**config.mk**
```make
export PLATFORM = sky130hd
export DESIGN_NAME = i2s_output
export DESIGN_NICKNAME = d
export VERILOG_FILES = /design/src/rtl/i2s_pkg.sv /design/src/rtl/i2s_clock_gen.sv /design/src/rtl/i2s_output.sv
export SDC_FILE = /design/constraint.sdc
export NUM_CORES = 1
export LEC_CHECK = 0
export ABC_AREA = 1
export BUFFER_PORTS_ARGS = -buffer_cell sky130_fd_sc_hd__buf_4
export CORE_MARGIN = 2
export CORE_UTILIZATION = 58
export CTS_CLUSTER_DIAMETER = 120
export DETAILED_ROUTE_END_ITERATION = 10
export HOLD_SLACK_MARGIN = 0.05
export PLACE_DENSITY = 0.79
export SLEW_MARGIN = 0
export SYNTH_ARGS = -nofsm -noshare
export SYNTH_HDL_FRONTEND = slang
export SYNTH_HIERARCHICAL = 1
export SYNTH_SLANG_ARGS = --single-unit
```
**constraint.sdc**
```tcl
create_clock -name clk -period 2.5 [get_ports clk]
set_input_delay 0.75 -clock clk [delete_from_list [all_inputs] [get_ports clk]]
set_output_delay 0.75 -clock clk [all_outputs]
set_load 0.1 [all_outputs]
```
**src/rtl/i2s_pkg.sv**
```systemverilog
// Shared constants, FSM state type and slot bit-mapping helper for the I2S transmitter.
package i2s_pkg;

  localparam int FRAME_BITS  = 64;
  localparam int SLOT_BITS   = 32;
  localparam int SAMPLE_BITS = 16;

  typedef enum logic [1:0] {IDLE, RUN, DRAIN} state_t;

  // Serial bit carried in bit period n: left data in n=1..16, right data in n=33..48, else 0.
  function automatic logic slot_bit(input logic [SLOT_BITS-1:0] word, input logic [5:0] n);
    logic [4:0] idx;
    idx = {~n[5], 4'b0000} - n[4:0] + 5'(SAMPLE_BITS);
    if (n[4:0] == 5'd0 || n[4:0] > 5'(SAMPLE_BITS)) return 1'b0;
    return word[idx];
  endfunction

endpackage

```
**src/rtl/i2s_clock_gen.sv**
```systemverilog
// Bit-clock divider and 64-period bit counter; launch starts a frame at n=0, clear parks it idle.
module i2s_clock_gen
  import i2s_pkg::*;
#(
  parameter int BCLK_DIV = 8
) (
  input  logic       clk,
  input  logic       rst_n,
  input  logic       clear,
  input  logic       launch,
  output logic       bclk,
  output logic       fall_stb,
  output logic       frame_stb,
  output logic [5:0] bit_idx
);

  localparam int PERIOD = 2 * BCLK_DIV;
  localparam int CW     = $clog2(PERIOD);

  logic [CW-1:0] phase_reg;
  logic [5:0]    n_reg;
  logic          bclk_reg;

  assign fall_stb  = !clear && (phase_reg == CW'(PERIOD - 1));
  assign frame_stb = launch || (fall_stb && n_reg == 6'(FRAME_BITS - 1));
  assign bclk      = bclk_reg;
  assign bit_idx   = n_reg;

  always_ff @(posedge clk or negedge rst_n) begin
    if (!rst_n) begin
      phase_reg <= '0;
      n_reg     <= '0;
      bclk_reg  <= 1'b0;
    end else if (launch || clear) begin
      phase_reg <= '0;
      n_reg     <= '0;
      bclk_reg  <= 1'b0;
    end else if (fall_stb) begin
      phase_reg <= '0;
      n_reg     <= n_reg + 6'd1;
      bclk_reg  <= 1'b0;
    end else begin
      phase_reg <= phase_reg + CW'(1);
      if (phase_reg == CW'(BCLK_DIV - 1)) bclk_reg <= 1'b1;
    end
  end

endmodule

```
**src/rtl/i2s_output.sv**
```systemverilog
// I2S master transmitter: one-word holding buffer, frame loader and run/drain FSM.
// Define I2S_OUTPUT_MUTE_ON_UNDERRUN_EN to send silence on underrun instead of repeating the last sample.
module i2s_output
  import i2s_pkg::*;
#(
  parameter int BCLK_DIV = 8
) (
  input  logic                 clk,
  input  logic                 rst_n,
  input  logic                 enable_in,
  input  logic [SLOT_BITS-1:0] audio_in,
  input  logic                 audio_in_stb,
  output logic                 audio_in_ack,
  output logic                 bclk_out,
  output logic                 lrclk_out,
  output logic                 dout_out,
  output logic                 underrun_out,
  output logic                 busy_out
);

  state_t               state_reg, state_next;
  logic                 full_reg;
  logic [SLOT_BITS-1:0] buf_reg, sample_reg;
  logic                 lrclk_reg, dout_reg, underrun_reg, busy_reg;
  logic                 clear, launch, fall_stb, frame_stb, frame_start, write;
  logic [5:0]           bit_idx, next_idx;

  assign clear       = (state_reg == IDLE);
  assign launch      = clear && enable_in;
  // A counter wrap only opens a new frame while still enabled; otherwise it ends the drain.
  assign frame_start = frame_stb && enable_in;
  assign write       = audio_in_stb && !full_reg;
  assign next_idx    = bit_idx + 6'd1;

  i2s_clock_gen #(.BCLK_DIV(BCLK_DIV)) u_clock_gen (
    .clk       (clk),
    .rst_n     (rst_n),
    .clear     (clear),
    .launch    (launch),
    .bclk      (bclk_out),
    .fall_stb  (fall_stb),
    .frame_stb (frame_stb),
    .bit_idx   (bit_idx)
  );

  always_ff @(posedge clk or negedge rst_n) begin
    if (!rst_n) state_reg <= IDLE;
    else        state_reg <= state_next;
  end

  always_comb begin
    state_next = state_reg;
    case (state_reg)
      IDLE:    if (enable_in) state_next = RUN;
      RUN:     if (!enable_in) state_next = frame_stb ? IDLE : DRAIN;
      DRAIN: begin
        if (enable_in)      state_next = RUN;
        else if (frame_stb) state_next = IDLE;
      end
      default: state_next = IDLE;
    endcase
  end

  always_ff @(posedge clk or negedge rst_n) begin
    if (!rst_n) begin
      full_reg     <= 1'b0;
      buf_reg      <= '0;
      sample_reg   <= '0;
      lrclk_reg    <= 1'b0;
      dout_reg     <= 1'b0;
      underrun_reg <= 1'b0;
      busy_reg     <= 1'b0;
    end else begin
      busy_reg     <= (state_next != IDLE);
      underrun_reg <= frame_start && !full_reg;
      if (frame_start && full_reg) begin
        sample_reg <= buf_reg;
        full_reg   <= 1'b0;
      end else begin
`ifdef I2S_OUTPUT_MUTE_ON_UNDERRUN_EN
        if (frame_start) sample_reg <= '0;
`endif
        if (write) begin
          buf_reg  <= audio_in;
          full_reg <= 1'b1;
        end
      end
      if (frame_start) begin
        lrclk_reg <= 1'b0;
        dout_reg  <= 1'b0;
      end else if (fall_stb) begin
        lrclk_reg <= next_idx[5];
        dout_reg  <= slot_bit(sample_reg, next_idx);
      end
    end
  end

  assign audio_in_ack = ~full_reg;
  assign lrclk_out    = lrclk_reg;
  assign dout_out     = dout_reg;
  assign underrun_out = underrun_reg;
  assign busy_out     = busy_reg;

endmodule

```
Word-level counts from Yosys, hierarchy flattened. Index checks and enable logic that the tools add are counted.

Bits in read-only memories: 0. RAM bits: 0. Bits in latches: 0. Memories: 0. Input bits: 36. Flip-flop bits (word level): 82. Output and inout bits: 6.

Multiply operators: 0. Multiplexer cells: 26. Div/mod/pow operators: 0. Bitwise operators: 3. Reductions and logical operators: 20. Eq/ne operators: 5. Add/subtract/negate cells: 4. Shift-type cells: 0. Magnitude comparators: 2.

Operator list (count): 2-to-1 mux 1 bit (15); 2-to-1 mux 6 bit (2); 2-to-1 mux 2 bit (5); 2-to-1 mux 4 bit (2); nonzero test 2 bit (4); logical AND 1 bit (7); adder 6 x 1 -> 6 bit (second input constant) (1); == test 6 bit (second input constant) (1); less-than comparator 5 x 6 -> 1 bit (second input constant) (1); one-hot mux 2 bit (3 select lines) (1); adder 5 bit (second input constant) (1); binary-select mux 1 bit (select 5 bit) (1); greater-than comparator 5 bit (second input constant) (1); logical NOT 5 bit (1); subtractor 5 bit (1); adder 4 x 1 -> 4 bit (second input constant) (1); == test 4 x 3 -> 1 bit (second input constant) (1); == test 4 bit (second input constant) (1); logical OR 1 bit (3); NOT 1 bit (3); nonzero test 3 bit (1); == test 2 x 1 -> 1 bit (second input constant) (1); == test 2 bit (second input constant) (1); logical NOT 1 bit (2); 2 further kinds (2).

Logic depth before layout (Yosys ltp). Gate-level depths: netlist (run 1).

Word-level depth: 10. Gate-level depth with buffers: 13.

By module. The synthesis (run 1) kept the hierarchy.

Modules (own cells, without submodules): i2s_output (times used 1, cells each 376, seq. area each 1776.7 µm², area an instance 3189.3 µm²); i2s_clock_gen (times used 1, cells each 67, seq. area each 275.3 µm², area an instance 571.8 µm²).

Least setup slack after synthesis (run 1). Ideal clock, no wire load.

Path kind: register to register. Start point: register state_reg[1]. End point: register sample_reg[0]. Clock period less this slack: 2.019 ns. Library setup time: 0.125 ns. Arrival: 1.895 ns. Required time: 2.375 ns. Cell stages (with the launch flop): 12. Path slack: 0.481 ns. Cells stage by stage: dfrtp_1 > nor2_1 > inv_1 > nand2_1 > nor2_2 > buf_6 > a21o_2 > nand2_1 > inv_1 > nand2_1 > buf_2 > mux2_2.

Longest elaborated chain between the ends: 7. Elaborated cells between the ends (all ways): 8. Those cells by class: 8 x reduce/logical.

RTL lines: start: declaration (RTL line i2s_output.sv:21) `state_t state_reg, state_next;`; start signal: assignment (RTL line i2s_output.sv:48) `else state_reg <= state_next;`; logical NOT 2 bit (RTL line i2s_output.sv:28) `assign clear = (state_reg == IDLE);`; named net clear (RTL line i2s_output.sv:25) `logic clear, launch, fall_stb, frame_stb, frame_start, write;`; logical NOT 1 bit (RTL line i2s_clock_gen.sv:24) `assign fall_stb = !clear && (phase_reg == CW'(PERIOD - 1));`; logical AND 1 bit (RTL line i2s_clock_gen.sv:24); named net fall_stb (RTL line i2s_output.sv:25); logical AND 1 bit (RTL line i2s_clock_gen.sv:25) `assign frame_stb = launch || (fall_stb && n_reg == 6'(FRAME_BITS - 1));`; logical OR 1 bit (RTL line i2s_clock_gen.sv:25); named net frame_stb (RTL line i2s_output.sv:25); logical AND 1 bit (RTL line i2s_output.sv:31) `assign frame_start = frame_stb && enable_in;`; logical AND 1 bit (RTL line i2s_output.sv:76) `if (frame_start && full_reg) begin`; end signal: assignment (RTL line i2s_output.sv:77) `sample_reg <= buf_reg;`; end: declaration (RTL line i2s_output.sv:23) `logic [SLOT_BITS-1:0] buf_reg, sample_reg;`.

The timed path passes the listed nets, and every way through them passes these cells. A chain may end at the register's enable or synchronous reset.

Worst setup path after layout (run 1).
Start point: register state_reg[1]. End point: register sample_reg[9].

Same word-level chain as after synthesis.

==> results.py, run 1 <==
metrics = {
    "clock_network": {
        "clk_latency_ns": 0.35,
        "cts_tree": "built",
        "clkTransAtPathRegs_ns": 0.08,
        "cts-buffers-inserted": 9,
        "htree_levels": 3,
        "cts_root_buffer": "clkbuf_8",
        "cts.sinks": 82,
        "ctsLongestPathBuffers": 2,
    },
    "timing": {
        "finalClockSkew_ns": 0.00784,
        "rsz0062_at_grt": "false",
        "finalCritPeriodShare_pct": 90.0,
        "maxSlewHeadroom_pct": 47.9,
        "timing.final.ws_setup_ns": 0.249,
        "max_freq_mhz": 444,
        "period_minus_slack_ns": 2.25,
        "hold_slack_ns": 0.477,
        "setup_viol": 0,
        "finalHoldViolCount": 0,
        "tightestPinTransition_ns": 0.781,
        "tns_ns": 0,
        "maxSlewViolCount": 0,
    },
    "critical_path": {
        "crit_required_ns": 2.76,
        "crit_fanout": 52,
        "cp_slowest_cell": "dfrtp_1",
        "end_kind": "register",
        "cpPeakStageDelay_ns": 0.40,
        "crit_path_cell_trace": "nor2_1, inv_1, nand2_1, nor2_4, a21o_2, nand2_1, inv_1, nand2_1, buf_12, nand2_1, o21ai_0",
        "critPathCapture": "sample_reg[9]",
        "r2r-end": "sample_reg[9]",
        "reg2reg_depth": 11,
        "cp.arrival_ns": 2.51,
        "crit_path_start": "state_reg[1]",
        "cp_common_cell": "nand2_1",
        "r2r-start": "state_reg[1]",
        "r2r_slack_ns": 0.25,
        "worst-setup-path-type": "reg -> reg",
        "critPathLaunchType": "register",
    },
    "power_and_ir_drop": {
        "vdd_drop_max_uv": 595,
        "powerDensity_nw_per_um2": 813,
        "power_mw": 3.54,
        "leakage_nw": 2.30,
    },
    "floorplanning": {
        "die_w_um": 84.5,
        "dieArea_um2": 7140,
        "design.core.area_um2": 6310,
        "start_util_pct": 59.6,
        "ios": 42,
        "rows": 29,
        "fp.dieH_um": 84.5,
    },
    "placement": {
        "place.gp.congestion": 0.859,
        "placed_area_um2": 4150,
        "dp_hpwl_mm": 4.76,
        "io_buffers": 41,
        "dpl_worst_slack_ns": 0.206,
        "dp.cells": 552,
    },
    "outcome": {
        "status": "finished clean",
    },
    "cells_and_area": {
        "diodes": 0,
        "area_growth_pct": 15.8,
        "finalNetCount": 527,
        "finalNonFillerCells": 568,
        "final_layout_size_suffix_gt1_share_pct": 17.1,
        "final_area_um2": 4350,
        "fin_util_pct": 69.0,
    },
    "logic_synthesis": {
        "synthTopCellsByCount": "100 x nand2_1, 82 x dfrtp_1, 64 x inv_1, 55 x nor2_1, 37 x o21ai_0",
        "synth_edf_count": 0,
        "yosysSeqAreaShare_pct": 54.6,
        "synthFlopType": "dfrtp_1",
        "ys_ff_latch": 82,
        "ys_warn_count": 6,
        "synth_top_area_share_pct": 54.6,
        "synth_cells": 443,
        "async_reset_ff_share_pct": 100,
        "ys_types": 24,
        "syn_area_um2": 3760,
        "synthesis.nets": 484,
        "synth_area_leaders": "dfrtp_1 55%, nand2_1 10%, inv_1 6.4%",
        "synth_top_area_cell": "dfrtp_1",
        "avgSynthCellArea_um2": 8.49,
        "synth.most_common_cell": "nand2_1",
    },
    "routing": {
        "drc_errors": 0,
        "ant_nets": 0,
        "vias": 2902,
        "wire_per_inst_um": 12.2,
        "routed_wl_mm": 6.95,
        "drt_iter0_markers": 162,
        "viasPerCell": 5.11,
        "drt_first_pass_iters": 4,
    },
    "grt": {
        "antenna_found_initial": 0,
        "first_global_vias": 2946,
        "grt_overflow_total": 0,
        "grt_max_degree": 65,
        "grt_pass1_wl_mm": 12.6,
        "grt_usage_pct": 22.0,
    },
    "worst_hold_path": {
        "worstHoldPathType": "in -> async",
    },
    "flow_run": {
        "max-cap-violations": 0,
    },
}
[worst min-delay path by stage]
stage | from | end | slack (ns) | cells past startpoint
3_3_place_gp | u_clock_gen/phase_reg[0] | u_clock_gen/phase_reg[0] | 0.44 | 1
3_5_place_dp | u_clock_gen/phase_reg[0] | u_clock_gen/phase_reg[0] | 0.46 | 1
6_report | rst_n | buf_reg[23] | 0.48 | 1
5_1_grt | u_clock_gen/phase_reg[0] | u_clock_gen/phase_reg[0] | 0.50 | 1
4_1_cts | u_clock_gen/phase_reg[0] | u_clock_gen/phase_reg[0] | 0.48 | 1
2_1_floorplan | u_clock_gen/phase_reg[0] | u_clock_gen/phase_reg[0] | 0.43 | 1
[cell usage in the layout, fill, tap and decap left out, drive strengths merged, types with 3 or more instances in the layout]
cell / instances
nor3: 4
mux2: 12
o21ai: 38
dfrtp: 82
xor2: 3
nand3: 16
nand4: 6
inv: 64
clkbuf: 12
nor2: 57
a21oi: 30
ha: 5
buf: 47
nand2: 104
[logic make-up (layout without fill, tap and decap cells)]
kind of cell	after synthesis	after routing	share of synthesized area, %
simple gates	191	191	20.9
flops	82	82	54.6
buf+inv	79	127	8.65
compound gates	69	69	9.48
mux	12	12	3.59
fa+ha+maj	5	5	1.66
xor+xnor	5	5	1.16
[critical path, delay by kind of cell (launching register included)]
kind	cells	cell delay, ns
compound gates	2	0.34
buf+inv	3	0.40
flops	1	0.40
simple gates	6	1.01
[metal layers]
layer | vias up | track usage [%] | wire length, um
li1 | 1473 | - | -
met1 | 1368 | 27.9 | 3150
met2 | 50 | 36.5 | 3480
met3 | 11 | 5.31 | 249
met4 | 0 | 8.51 | 71
met5 | - | 0 | 0
[timing repair]
| item | 4_1_cts | 5_1_grt |
|---|---|---|
| setup buffers | 0 | 0 |
| endpoints found under the setup margin | 0 | 9 |
| resized for setup | 0 | 1 |
| hold buffers | 0 | 0 |
[final cells by class]
| class | instances | area, um^2 |
|---|---|---|
| clock buffer | 12 | 145 |
| clock inverter | 4 | 51.3 |
| fill | 514 | 1960 |
| inverter | 64 | 240 |
| multi-input combinational | 282 | 1390 |
| sequential | 82 | 2050 |
| tap | 77 | 96.3 |
| timing repair buffer | 47 | 378 |
[power by group]
part / switching (mW) / total [mW] / leakage, nW / internal (mW)
clock: 0.460 / 0.950 / 0.0966 / 0.490
combinational: 0.393 / 0.703 / 1.23 / 0.311
sequential: 0.175 / 1.89 / 0.975 / 1.71
Note: power is estimated with default switching activity, not from simulation.
==> run 2: changes to the inputs <==
- ABC_AREA: 1 -> 0
==> run 2 against run 1 <==
Synthesized area shrank 4.0%. Fmax shrank 4.2%. Clock power shrank 11%. Sequential power grew 8%. Sequential share of layout area grew 1.6 points. Highest routed layer unchanged. Critical path type unchanged. Critical endpoint is now dout_out. Largest power group unchanged. Largest cell class unchanged.
==> results.py, run 2 <==
metrics = {
    "outcome": {
        "status": "finished clean",
    },
    "clock_network": {
        "ctsLongestPathBuffers": 2,
        "htree_levels": 3,
        "cts_root_buffer": "clkbuf_8",
        "cts-buffers-inserted": 9,
        "post_cts_resized": 0,
        "clkTransAtPathRegs_ns": 0.08,
        "cts.sinks": 82,
        "postCtsSetupRepairBufs": 0,
        "cts_tree": "built",
        "hold_buffers": 0,
        "clk_latency_ns": 0.35,
    },
    "critical_path": {
        "critPathLaunchType": "register",
        "end_kind": "register",
        "cp.arrival_ns": 2.58,
        "crit_path_cell_trace": "ha_2, ha_4, inv_1, ha_4, mux4_1, mux2i_1, mux2i_1, mux2i_1, o21ai_1",
        "cpPeakStageDelay_ns": 0.53,
        "crit_fanout": 4,
        "r2r-start": "u_clock_gen/bit_idx[1]",
        "worst-setup-path-type": "reg -> reg",
        "cp_slowest_cell": "mux4_1",
        "cp_top_family": "multiplexers",
        "r2r_slack_ns": 0.15,
        "cp_common_cell": "mux2i_1",
        "crit_buf_inv": 1,
        "reg2reg_depth": 9,
        "crit_required_ns": 2.73,
        "r2r-end": "dout_out",
    },
    "floorplanning": {
        "fp.dieH_um": 82.9,
        "design.core.area_um2": 5960,
        "ios": 42,
        "die_w_um": 82.9,
        "dieArea_um2": 6870,
        "rows": 28,
        "start_util_pct": 60.7,
    },
    "grt": {
        "first_global_vias": 2002,
        "grt_overflow_total": 0,
        "grt_max_degree": 50,
        "grt_pass1_wl_mm": 10.1,
        "grt_usage_pct": 18.8,
        "antenna_found_initial": 0,
    },
    "cells_and_area": {
        "final_area_um2": 4210,
        "finalNetCount": 333,
        "diodes": 0,
        "final_cell_mix": "82 x dfrtp_1, 59 x mux2_1, 45 x buf_4, 11 x clkbuf_8, 9 x nor2_1",
        "final_layout_size_suffix_gt1_share_pct": 26.0,
        "mostFrequentLayoutCell": "dfrtp_1",
        "fillers": 420,
        "area_growth_pct": 16.5,
    },
    "timing": {
        "max_freq_mhz": 426,
        "finalClockSkew_ns": 0.00541,
        "finalCritPeriodShare_pct": 94.0,
        "timing.final.ws_setup_ns": 0.151,
        "tns_ns": 0,
        "finalHoldViolCount": 0,
        "maxSlewViolCount": 0,
        "tightestPinTransition_ns": 0.633,
        "period_minus_slack_ns": 2.35,
        "maxSlewHeadroom_pct": 57.8,
        "setup_viol": 0,
        "hold_slack_ns": 0.405,
    },
    "routing": {
        "drt_first_pass_iters": 4,
        "drt_iter0_markers": 95,
        "vias": 2065,
        "ant_nets": 0,
        "drc_errors": 0,
        "routed_wl_mm": 5.86,
        "wire_per_inst_um": 15.8,
        "viasPerCell": 5.57,
    },
    "flow_run": {
        "max-cap-violations": 0,
    },
    "logic_synthesis": {
        "synth_area_leaders": "dfrtp_1 57%, mux2_1 18%, mux4_1 5.8%",
        "syn_area_um2": 3610,
        "async_reset_ff_share_pct": 100,
        "synth.most_common_cell": "dfrtp_1",
        "synthTopCellsByCount": "82 x dfrtp_1, 59 x mux2_1, 9 x nor2_1, 8 x mux2i_1, 8 x mux4_1",
        "synth_edf_count": 0,
        "synth_top_area_share_pct": 56.8,
        "synthesis.nets": 287,
        "synth_top_area_cell": "dfrtp_1",
        "yosysSeqAreaShare_pct": 56.8,
        "ys_warn_count": 6,
        "avgSynthCellArea_um2": 14.7,
        "synthFlopType": "dfrtp_1",
        "synth_cells": 246,
        "ys_types": 37,
        "ys_ff_latch": 82,
    },
    "placement": {
        "place.gp.congestion": 0.820,
        "dpl_worst_slack_ns": 0.0320,
        "dp_hpwl_mm": 4.03,
        "io_buffers": 41,
        "placed_area_um2": 4010,
    },
    "power_and_ir_drop": {
        "power_mw": 3.57,
        "leakage_nw": 1.93,
        "powerDensity_nw_per_um2": 849,
        "vdd_drop_max_uv": 559,
    },
    "worst_hold_path": {
        "worstHoldPathType": "in -> async",
    },
}
run 2: worst max path at each step:
stage | startpoint | endpoint | slack, ns | cells past startpoint
global placement | u_clock_gen/bit_idx[0] | dout_out | 0.12 | 9
detailed placement | u_clock_gen/bit_idx[0] | dout_out | 0.03 | 9
finish | u_clock_gen/bit_idx[1] | dout_out | 0.15 | 9
global route | u_clock_gen/bit_idx[0] | dout_out | -0.007 | 9
CTS | u_clock_gen/bit_idx[0] | dout_out | 0.02 | 9
floorplan | u_clock_gen/bit_idx[0] | dout_out | 0.07 | 10
run 2: cell type report:
type / count / area [um^2] / area share (%)
clock buffers: 13 / 159 / 3.78
clock inverters: 2 / 12.5 / 0.297
inverters: 6 / 22.5 / 0.535
multi-input cells: 146 / 1490 / 35.4
flip-flops and latches: 82 / 2050 / 48.8
well taps: 75 / 93.8 / 2.23
repair buffers: 47 / 378 / 8.98
run 2: per-stage QoR:
step	instances	utilization (%)
final	371	70.7
after global routing	371	70.7
after CTS	371	70.2
after detailed placement	356	67.3
after global placement	356	67.3
after floorplan	246	-
run 2: metal layers:
layer  part of all wire [%]  wire (um)  track usage, %  vias up
li1                       -          -               -      982
met1                     47       2760            27.0     1032
met2                     47       2740            26.8       43
met3                    4.4        260            5.86        8
met4                    1.7         99            7.75        0
met5                      0          0               0        -
run 2: report_power, final:
| part | leakage, nW | internal, mW | switching, mW |
|---|---|---|---|
| Sequential | 0.999 | 1.80 | 0.246 |
| Combinational | 0.841 | 0.424 | 0.259 |
| Clock | 0.0855 | 0.409 | 0.441 |
run 2: cell families (layout without fill, tap and decap cells):
family | count (synthesis) | in the layout | share of synthesized area (%)
AO/OA/AOI/OAI | 18 | 18 | 3.05
XOR/XNOR | 7 | 7 | 1.91
adder cells (fa/ha/maj) | 5 | 5 | 1.73
buffers and inverters | 18 | 68 | 2.74
flip-flops | 82 | 82 | 56.8
multiplexers | 80 | 80 | 28.0
AND/OR/NAND/NOR | 36 | 36 | 5.78
